`config.mk`:
```
export PLATFORM = sky130hd
export DESIGN_NAME = rr_bus_arbiter_flat
export DESIGN_NICKNAME = d
export VERILOG_FILES = /design/src/rtl/rr_bus_arbiter_pkg.sv /design/src/rtl/rr_bus_arbiter_if.sv /design/src/rtl/rr_priority_picker.sv /design/src/rtl/rr_bus_arbiter.sv /design/src/flat_wrapper.sv
export SDC_FILE = /design/constraint.sdc
export NUM_CORES = 1
export LEC_CHECK = 0
export ABC_AREA = 1
export CORE_AREA = 5 5 132 134
export CTS_CLUSTER_SIZE = 16
export DETAILED_ROUTE_END_ITERATION = 10
export DIE_AREA = 0 0 137 139
export PLACE_DENSITY = 0.53
export SYNTH_ARGS = -nofsm -noshare
export SYNTH_HDL_FRONTEND = slang
export SYNTH_SLANG_ARGS = --single-unit
```
`constraint.sdc`:
```
create_clock -name clk -period 6.85 [get_ports clk]
set_input_delay 1.37 -clock clk [delete_from_list [all_inputs] [get_ports clk]]
set_output_delay 1.37 -clock clk [all_outputs]
set_load 0.01 [all_outputs]
```
`src/rtl/rr_bus_arbiter_pkg.sv`:
```
// -----------------------------------------------------------------------------
// bus_pkg
// Shared definitions for the SoC bus arbiter and related bus blocks:
//   - arb_state_e : arbiter FSM states (ARB_IDLE, ARB_BUSY)
//   - BUS_AW / BUS_DW / BUS_WEW : address, data and byte-enable widths
//   - TMO_W       : width of the bus watchdog counter
//   - ptr_width() : width of a round-robin pointer for n requesters (min 1)
// -----------------------------------------------------------------------------
package bus_pkg;

  localparam int BUS_AW  = 32;
  localparam int BUS_DW  = 32;
  localparam int BUS_WEW = 4;
  localparam int TMO_W   = 16;

  typedef enum logic {
    ARB_IDLE = 1'b0,
    ARB_BUSY = 1'b1
  } arb_state_e;

  // A single requester still needs a 1-bit pointer so every port has width.
  function automatic int ptr_width(input int n);
    return (n > 1) ? $clog2(n) : 1;
  endfunction

endpackage

```
`src/rtl/rr_bus_arbiter_if.sv`:
```
// -----------------------------------------------------------------------------
// rr_bus_arbiter_if
// Bundles the per-master request side and the single slave side of the shared
// SoC bus. Master i occupies slice [W*i +: W] of every packed per-master vector.
//   modport slave  : the arbiter's view (serves the masters, drives the slave)
//   modport master : the environment's view (masters + mux_switch side)
// Signals:
//   master_address/master_data_i/master_wr/master_enable : per-master requests
//   master_data_o/master_ready/master_error              : responses to masters
//   slave_address/slave_data_o/slave_wr/slave_enable     : granted request
//   slave_data_i/slave_ready/slave_error                 : slave response
//   grant                                                : registered one-hot
// -----------------------------------------------------------------------------
interface rr_bus_arbiter_if #(
  parameter int NMASTERS = 3
);
  import bus_pkg::*;

  logic [BUS_AW*NMASTERS-1:0]  master_address;
  logic [BUS_DW*NMASTERS-1:0]  master_data_i;
  logic [BUS_WEW*NMASTERS-1:0] master_wr;
  logic [NMASTERS-1:0]         master_enable;
  logic [BUS_DW-1:0]           master_data_o;
  logic [NMASTERS-1:0]         master_ready;
  logic [NMASTERS-1:0]         master_error;

  logic [BUS_DW-1:0]           slave_data_i;
  logic                        slave_ready;
  logic                        slave_error;
  logic [BUS_AW-1:0]           slave_address;
  logic [BUS_DW-1:0]           slave_data_o;
  logic [BUS_WEW-1:0]          slave_wr;
  logic                        slave_enable;

  logic [NMASTERS-1:0]         grant;

  modport slave (
    input  master_address, master_data_i, master_wr, master_enable,
    output master_data_o, master_ready, master_error,
    input  slave_data_i, slave_ready, slave_error,
    output slave_address, slave_data_o, slave_wr, slave_enable,
    output grant
  );

  modport master (
    output master_address, master_data_i, master_wr, master_enable,
    input  master_data_o, master_ready, master_error,
    output slave_data_i, slave_ready, slave_error,
    input  slave_address, slave_data_o, slave_wr, slave_enable,
    input  grant
  );

endinterface

```
`src/rtl/rr_priority_picker.sv`:
```
// -----------------------------------------------------------------------------
// rr_priority_picker
// Combinational round-robin selector: returns the first set request found
// searching upward from i_ptr with wrap (ptr, ptr+1 .. N-1, 0 .. ptr-1).
// Ports:
//   i_req   [N-1:0]  request vector
//   i_ptr   [PW-1:0] highest-priority index for this pick
//   o_grant [N-1:0]  one-hot winner, all-zero when no request
// -----------------------------------------------------------------------------
module rr_priority_picker
  import bus_pkg::*;
#(
  parameter int N  = 3,
  parameter int PW = ptr_width(N)
) (
  input  logic [N-1:0]  i_req,
  input  logic [PW-1:0] i_ptr,
  output logic [N-1:0]  o_grant
);

  logic [N-1:0] w_rot;
  logic         w_found;
  int           w_ofs;
  int           w_idx;

  // Rotating a doubled copy right by ptr puts request[ptr] at bit 0, so a
  // plain lowest-bit search on the low half is the wrapped search.
  assign w_rot = N'({i_req, i_req} >> i_ptr);

  // NOTE: every variable written in an always_comb gets a default first;
  // a path that leaves one unassigned would infer a latch.
  always_comb begin
    w_found = 1'b0;
    w_ofs   = 0;
    for (int k = 0; k < N; k++) begin
      if (!w_found && w_rot[k]) begin
        w_found = 1'b1;
        w_ofs   = k;
      end
    end
    w_idx = (int'(i_ptr) + w_ofs) % N;
    for (int j = 0; j < N; j++) begin
      o_grant[j] = w_found && (j == w_idx);
    end
  end

endmodule

```
`src/rtl/rr_bus_arbiter.sv`:
```
// -----------------------------------------------------------------------------
// rr_bus_arbiter
// Round-robin arbiter sharing the SoC bus between NMASTERS masters, placed in
// front of mux_switch. IDLE picks the next requester from ptr; BUSY forwards
// the granted master's request and routes the slave's ready/error back to it.
// Completion, abort (enable dropped) or timeout return to IDLE and advance ptr
// past the served master.
// Optional feature: define RR_BUS_ARBITER_TIMEOUT_EN to enable a watchdog that
// forces master_error after TIMEOUT_CYCLES unanswered BUSY cycles.
// Ports:
//   clk  bus clock
//   rst  synchronous active-high reset
//   bus  rr_bus_arbiter_if.slave (master request side + slave side + grant)
// -----------------------------------------------------------------------------
module rr_bus_arbiter
  import bus_pkg::*;
#(
  parameter int NMASTERS       = 3,
  parameter int TIMEOUT_CYCLES = 255
) (
  input  logic                clk,
  input  logic                rst,
  rr_bus_arbiter_if.slave     bus
);

  localparam int PW = ptr_width(NMASTERS);

  arb_state_e          r_state, w_state_nxt;
  logic [NMASTERS-1:0] r_grant, w_grant_nxt, w_pick;
  logic [PW-1:0]       r_ptr, w_ptr_nxt, w_ptr_adv;

  logic [BUS_AW-1:0]   w_addr;
  logic [BUS_DW-1:0]   w_data;
  logic [BUS_WEW-1:0]  w_wr;
  logic                w_sel_en;
  logic                w_busy;
  logic                w_resp;
  logic                w_timeout;
  logic                w_end;

  rr_priority_picker #(
    .N  (NMASTERS),
    .PW (PW)
  ) u_picker (
    .i_req   (bus.master_enable),
    .i_ptr   (r_ptr),
    .o_grant (w_pick)
  );

  // Grant-driven mux; r_grant is zero in IDLE so everything muxes to zero.
  always_comb begin
    w_addr    = '0;
    w_data    = '0;
    w_wr      = '0;
    w_sel_en  = 1'b0;
    w_ptr_adv = '0;
    for (int j = 0; j < NMASTERS; j++) begin
      if (r_grant[j]) begin
        w_addr    = bus.master_address[BUS_AW*j +: BUS_AW];
        w_data    = bus.master_data_i[BUS_DW*j +: BUS_DW];
        w_wr      = bus.master_wr[BUS_WEW*j +: BUS_WEW];
        w_sel_en  = bus.master_enable[j];
        w_ptr_adv = PW'((j + 1) % NMASTERS);
      end
    end
  end

  assign w_busy = (r_state == ARB_BUSY);
  assign w_resp = bus.slave_ready | bus.slave_error;

`ifdef RR_BUS_ARBITER_TIMEOUT_EN
  localparam logic [TMO_W-1:0] TMO_LIMIT = TMO_W'(TIMEOUT_CYCLES);

  logic [TMO_W-1:0] r_cnt;

  // Held at zero in IDLE, so the first BUSY cycle sees 0 and cycle k sees k-1.
  always_ff @(posedge clk) begin
    if (rst || !w_busy) r_cnt <= '0;
    else                r_cnt <= r_cnt + 1'b1;
  end

  // A response in the same cycle as the limit wins over the watchdog.
  assign w_timeout = w_busy && w_sel_en && !w_resp && (r_cnt == TMO_LIMIT);
`else
  logic w_unused_timeout;
  assign w_unused_timeout = ^TMO_W'(TIMEOUT_CYCLES);
  assign w_timeout        = 1'b0;
`endif

  // Dropped enable is an abort: it ends BUSY and suppresses any pulse.
  assign w_end = w_busy && (!w_sel_en || w_resp || w_timeout);

  assign bus.master_data_o = bus.slave_data_i;
  assign bus.slave_address = w_addr;
  assign bus.slave_data_o  = w_data;
  assign bus.slave_wr      = w_wr;
  assign bus.slave_enable  = w_busy && w_sel_en && !w_timeout;
  assign bus.grant         = r_grant;
  // Error has priority over ready when both arrive together.
  assign bus.master_ready  = r_grant & {NMASTERS{w_busy && w_sel_en &&
                                                  bus.slave_ready && !bus.slave_error}};
  assign bus.master_error  = r_grant & {NMASTERS{w_busy && w_sel_en &&
                                                  (bus.slave_error || w_timeout)}};

  always_comb begin
    w_state_nxt = r_state;
    w_grant_nxt = r_grant;
    w_ptr_nxt   = r_ptr;
    case (r_state)
      ARB_IDLE: begin
        if (|bus.master_enable) begin
          w_state_nxt = ARB_BUSY;
          w_grant_nxt = w_pick;
        end
      end
      ARB_BUSY: begin
        if (w_end) begin
          w_state_nxt = ARB_IDLE;
          w_grant_nxt = '0;
          w_ptr_nxt   = w_ptr_adv;
        end
      end
      default: begin
        w_state_nxt = ARB_IDLE;
        w_grant_nxt = '0;
      end
    endcase
  end

  // NOTE: sequential state uses non-blocking assignments so every register
  // samples pre-edge values regardless of process ordering.
  always_ff @(posedge clk) begin
    if (rst) begin
      r_state <= ARB_IDLE;
      r_grant <= '0;
      r_ptr   <= '0;
    end else begin
      r_state <= w_state_nxt;
      r_grant <= w_grant_nxt;
      r_ptr   <= w_ptr_nxt;
    end
  end

endmodule
```
`src/flat_wrapper.sv`:
```
// flat-port wrapper written by rule: the top's interface ports become plain ports
module rr_bus_arbiter_flat import bus_pkg::*;
#(
  parameter int NMASTERS       = 3,
  parameter int TIMEOUT_CYCLES = 255
)
  (clk, rst, bus_master_address, bus_master_data_i, bus_master_wr, bus_master_enable, bus_master_data_o, bus_master_ready, bus_master_error, bus_slave_data_i, bus_slave_ready, bus_slave_error, bus_slave_address, bus_slave_data_o, bus_slave_wr, bus_slave_enable, bus_grant);
  rr_bus_arbiter_if #(.NMASTERS(NMASTERS)) bus_i ();
  input  logic clk;
  input  logic rst;
  input wire logic [$bits(bus_i.master_address)-1:0] bus_master_address;
  input wire logic [$bits(bus_i.master_data_i)-1:0] bus_master_data_i;
  input wire logic [$bits(bus_i.master_wr)-1:0] bus_master_wr;
  input wire logic [$bits(bus_i.master_enable)-1:0] bus_master_enable;
  output wire logic [$bits(bus_i.master_data_o)-1:0] bus_master_data_o;
  output wire logic [$bits(bus_i.master_ready)-1:0] bus_master_ready;
  output wire logic [$bits(bus_i.master_error)-1:0] bus_master_error;
  input wire logic [$bits(bus_i.slave_data_i)-1:0] bus_slave_data_i;
  input wire logic [$bits(bus_i.slave_ready)-1:0] bus_slave_ready;
  input wire logic [$bits(bus_i.slave_error)-1:0] bus_slave_error;
  output wire logic [$bits(bus_i.slave_address)-1:0] bus_slave_address;
  output wire logic [$bits(bus_i.slave_data_o)-1:0] bus_slave_data_o;
  output wire logic [$bits(bus_i.slave_wr)-1:0] bus_slave_wr;
  output wire logic [$bits(bus_i.slave_enable)-1:0] bus_slave_enable;
  output wire logic [$bits(bus_i.grant)-1:0] bus_grant;
  assign bus_i.master_address = bus_master_address;
  assign bus_i.master_data_i = bus_master_data_i;
  assign bus_i.master_wr = bus_master_wr;
  assign bus_i.master_enable = bus_master_enable;
  assign bus_master_data_o = bus_i.master_data_o;
  assign bus_master_ready = bus_i.master_ready;
  assign bus_master_error = bus_i.master_error;
  assign bus_i.slave_data_i = bus_slave_data_i;
  assign bus_i.slave_ready = bus_slave_ready;
  assign bus_i.slave_error = bus_slave_error;
  assign bus_slave_address = bus_i.slave_address;
  assign bus_slave_data_o = bus_i.slave_data_o;
  assign bus_slave_wr = bus_i.slave_wr;
  assign bus_slave_enable = bus_i.slave_enable;
  assign bus_grant = bus_i.grant;
  rr_bus_arbiter #(.NMASTERS(NMASTERS), .TIMEOUT_CYCLES(TIMEOUT_CYCLES)) u_core (.clk(clk), .rst(rst), .bus(bus_i));
endmodule
```
==> results.sh <==
export IMPL_synthCells=437
export IMPL_status="completed"
export IMPL_cp_max_fo=4
export IMPL_via_per_inst=3.90
export IMPL_crit_required_ns=5.48
export IMPL_synth_fp_nets=684
export IMPL_drt_iter0_drc=136
export IMPL_drv_cap=0
export IMPL_crit_type="in2out"
export IMPL_hold_depth=2
export IMPL_ant_nets=0
export IMPL_rsz0062_at_grt="no"
export IMPL_grt_usage_pct=12.3
export IMPL_clock_skew_ns=0.00308
export IMPL_cp_arrival_ns=3.13
export IMPL_reg2reg_from="u_core.r_ptr[0]"
export IMPL_hold_buffers=0
export IMPL_gp_congestion=0.799
export IMPL_timing_setup_tns_ns=0
export IMPL_synth_area_top_cells="nand2_1 (41%), nand3_1 (19%), buf_4 (12%), dfxtp_1 (5.7%), inv_1 (3.6%)"
export IMPL_diodes=0
export IMPL_drt_pass1_iterations=4
export IMPL_grt_pass1_vias=3369
export IMPL_yosysWarnings=0
export IMPL_place_area_um2=4910
export IMPL_yosysTopAreaCell="nand2_1"
export IMPL_cts_buffers=3
export IMPL_rr_endpoint="u_core.bus.grant[0]"
export IMPL_tightestPinTransition_ns=0.774
export IMPL_cts_setup_buffers=0
export IMPL_design_area_um2=4990
export IMPL_synth_seq_cells=6
export IMPL_finalSetupViolCount=0
export IMPL_htreeDepth=1
export IMPL_drc_errors=0
export IMPL_core_area_um2=16200
export IMPL_ios=353
export IMPL_wl_mm=12.7
export IMPL_hold_start="u_core.r_ptr[0]"
export IMPL_hold_viol=0
export IMPL_fmax_ghz=0.222
export IMPL_vias=3496
export IMPL_period_share_pct=65.6
export IMPL_row_count=47
export IMPL_yosysMostFrequentCell="nand2_1"
export IMPL_slew_viol_final=0
export IMPL_synth_top_area_share_pct=41.2
export IMPL_p_leak_nw=2.02
export IMPL_multi_input_area_um2=1530
export IMPL_antenna_found_initial=0
export IMPL_synth_edff_count=0
export IMPL_crit_path_start_kind="input port"
export IMPL_grt_max_degree=69
export IMPL_slew_headroom_pct=48.4
export IMPL_final_nets=926
export IMPL_wl_per_cell_um=14.2
export IMPL_synth_ff_type="dfxtp_1"
export IMPL_avgSynthCellArea_um2=4.80
export IMPL_die_w_um=137
export IMPL_place_inst=894
export IMPL_synth_area_um2=2100
export IMPL_fillers=1812
export IMPL_rr_worst_depth=17
export IMPL_grt_ovfl_total=0
export IMPL_dp_hpwl_mm=10.7
export IMPL_final_util_pct=30.8
export IMPL_seq_area_frac_synth_pct=5.73
export IMPL_path_clk_slew_ns=0.03
export IMPL_ff2ff_setup_slack_ns=4.10
export IMPL_fin_crit_ns=4.50
export IMPL_layout_drive_gt1_share_pct=2.36
export IMPL_ctsResizeCount=0
export IMPL_chipHeight_um=139
export IMPL_clockBufferDepth=2
export IMPL_portBuffers=288
export IMPL_start_util_pct=13.0
export IMPL_power_density_nw_per_um2=173
export IMPL_hold_end="u_core.r_ptr[0]"
export IMPL_min_path_type="reg2reg"
export IMPL_synthTopCellsByCount="nand2_1 (230), nand3_1 (80), buf_4 (34), inv_1 (20), nor2_1 (20)"
export IMPL_clkSinkCount=6
export IMPL_design_die_area_um2=19000
export IMPL_cts_tree="done"
export IMPL_vdd_drop_max_uv=61.6
export IMPL_clock_latency_ns=0.23
export IMPL_synthArstFlopShare_pct=0
export IMPL_seq_area_um2=121
export IMPL_grt_pass1_wl_mm=18.7
export IMPL_final_cells=897
export IMPL_ys_types=20
export IMPL_power_total_w=0.000862
export IMPL_syn2layout_area_growth_pct=138
export IMPL_endpoint_kind="output port"
export IMPL_cts_root_buf="clkbuf_16"
==> worst max-delay path by stage <==
stage               depth (start not counted)             endpoint                 start  slack (ns)
floorplan                                  19  u_core.bus.grant[2]  bus_master_enable[0]        3.32
global placement                            8  bus_master_ready[2]  bus_master_enable[1]        2.32
detailed placement                          8  bus_master_ready[2]  bus_master_enable[1]        2.34
CTS                                         8  bus_master_ready[2]  bus_master_enable[1]        2.32
global route                                8  bus_master_ready[2]  bus_master_enable[1]        2.21
finish                                      8  bus_master_ready[2]  bus_master_enable[1]        2.35
==> critical path, cell delays in order <==
cell	delay, ns
clkdlybuf4s50_1	0.52
a21oi_2	0.08
nand2_2	0.11
nand2_2	0.06
nor2_4	0.12
nand3b_2	0.13
nor2_1	0.16
clkdlybuf4s50_1	0.58
==> cells in the final DEF, fill, tap and decap left out, types with 2 or more instances in the layout <==
| cell | count |
|---|---|
| buf_4 | 3 |
| o21ai_0 | 8 |
| inv_2 | 2 |
| nand2_2 | 3 |
| nor2_4 | 2 |
| nand3_1 | 80 |
| inv_1 | 20 |
| clkdlybuf4s50_1 | 288 |
| clkbuf_16 | 3 |
| ha_1 | 3 |
| a21oi_1 | 3 |
| nand2_1 | 230 |
| dfxtp_1 | 5 |
| nor2_1 | 20 |
| nand4_1 | 2 |
==> where the power goes <==
part	switching (W)	total, W	leakage [nW]	internal [W]
sequential	0.00000936	0.0000504	0.0499	0.0000410
clock	0.0000205	0.0000955	0.0370	0.0000750
combinational	0.000329	0.000716	1.93	0.000387
total	0.000359	0.000862	2.02	0.000503
==> per-layer routing <==
| layer | track usage (%) | up-vias | wire (um) |
|---|---|---|---|
| li1 | - | 1816 | - |
| met3 | 4.46 | 32 | 1640 |
| met1 | 13.3 | 1454 | 4630 |
| met4 | 4.25 | 0 | 366 |
| met2 | 21.8 | 194 | 6110 |
| met5 | 0 | - | 0 |
==> flip-flops by register name (all words and copies together), names as in the netlist <==
register and count:
u_core.bus.grant 3, u_core.r_ptr 2, u_core.r_state 1
==> logic make-up after synthesis <==
logic type / Yosys count / share of synthesized area [%]
simple gates: 338 / 66.9
flops: 6 / 5.73
compound gates: 12 / 3.04
other cells: 1 / 0.179
fa+ha+maj: 4 / 2.74
buf+inv: 76 / 21.4
==> through the flow <==
step | setup slack [ns] | hold slack [ns]
after floorplan | 3.32 | 0.527
after global placement | 2.32 | 0.569
after detailed placement | 2.34 | 0.580
after CTS | 2.32 | 0.584
after global routing | 2.21 | 0.622
final | 2.35 | 0.579
==> final cells by class <==
type | instances | share of cell area (%)
inverter | 22 | 1.66
sequential | 6 | 2.43
timing repair buffer | 291 | 58.2
clock buffer | 3 | 1.50
multi-input combinational | 355 | 30.6
tap | 220 | 5.52
No activity file was read; power rests on OpenSTA's default activity.
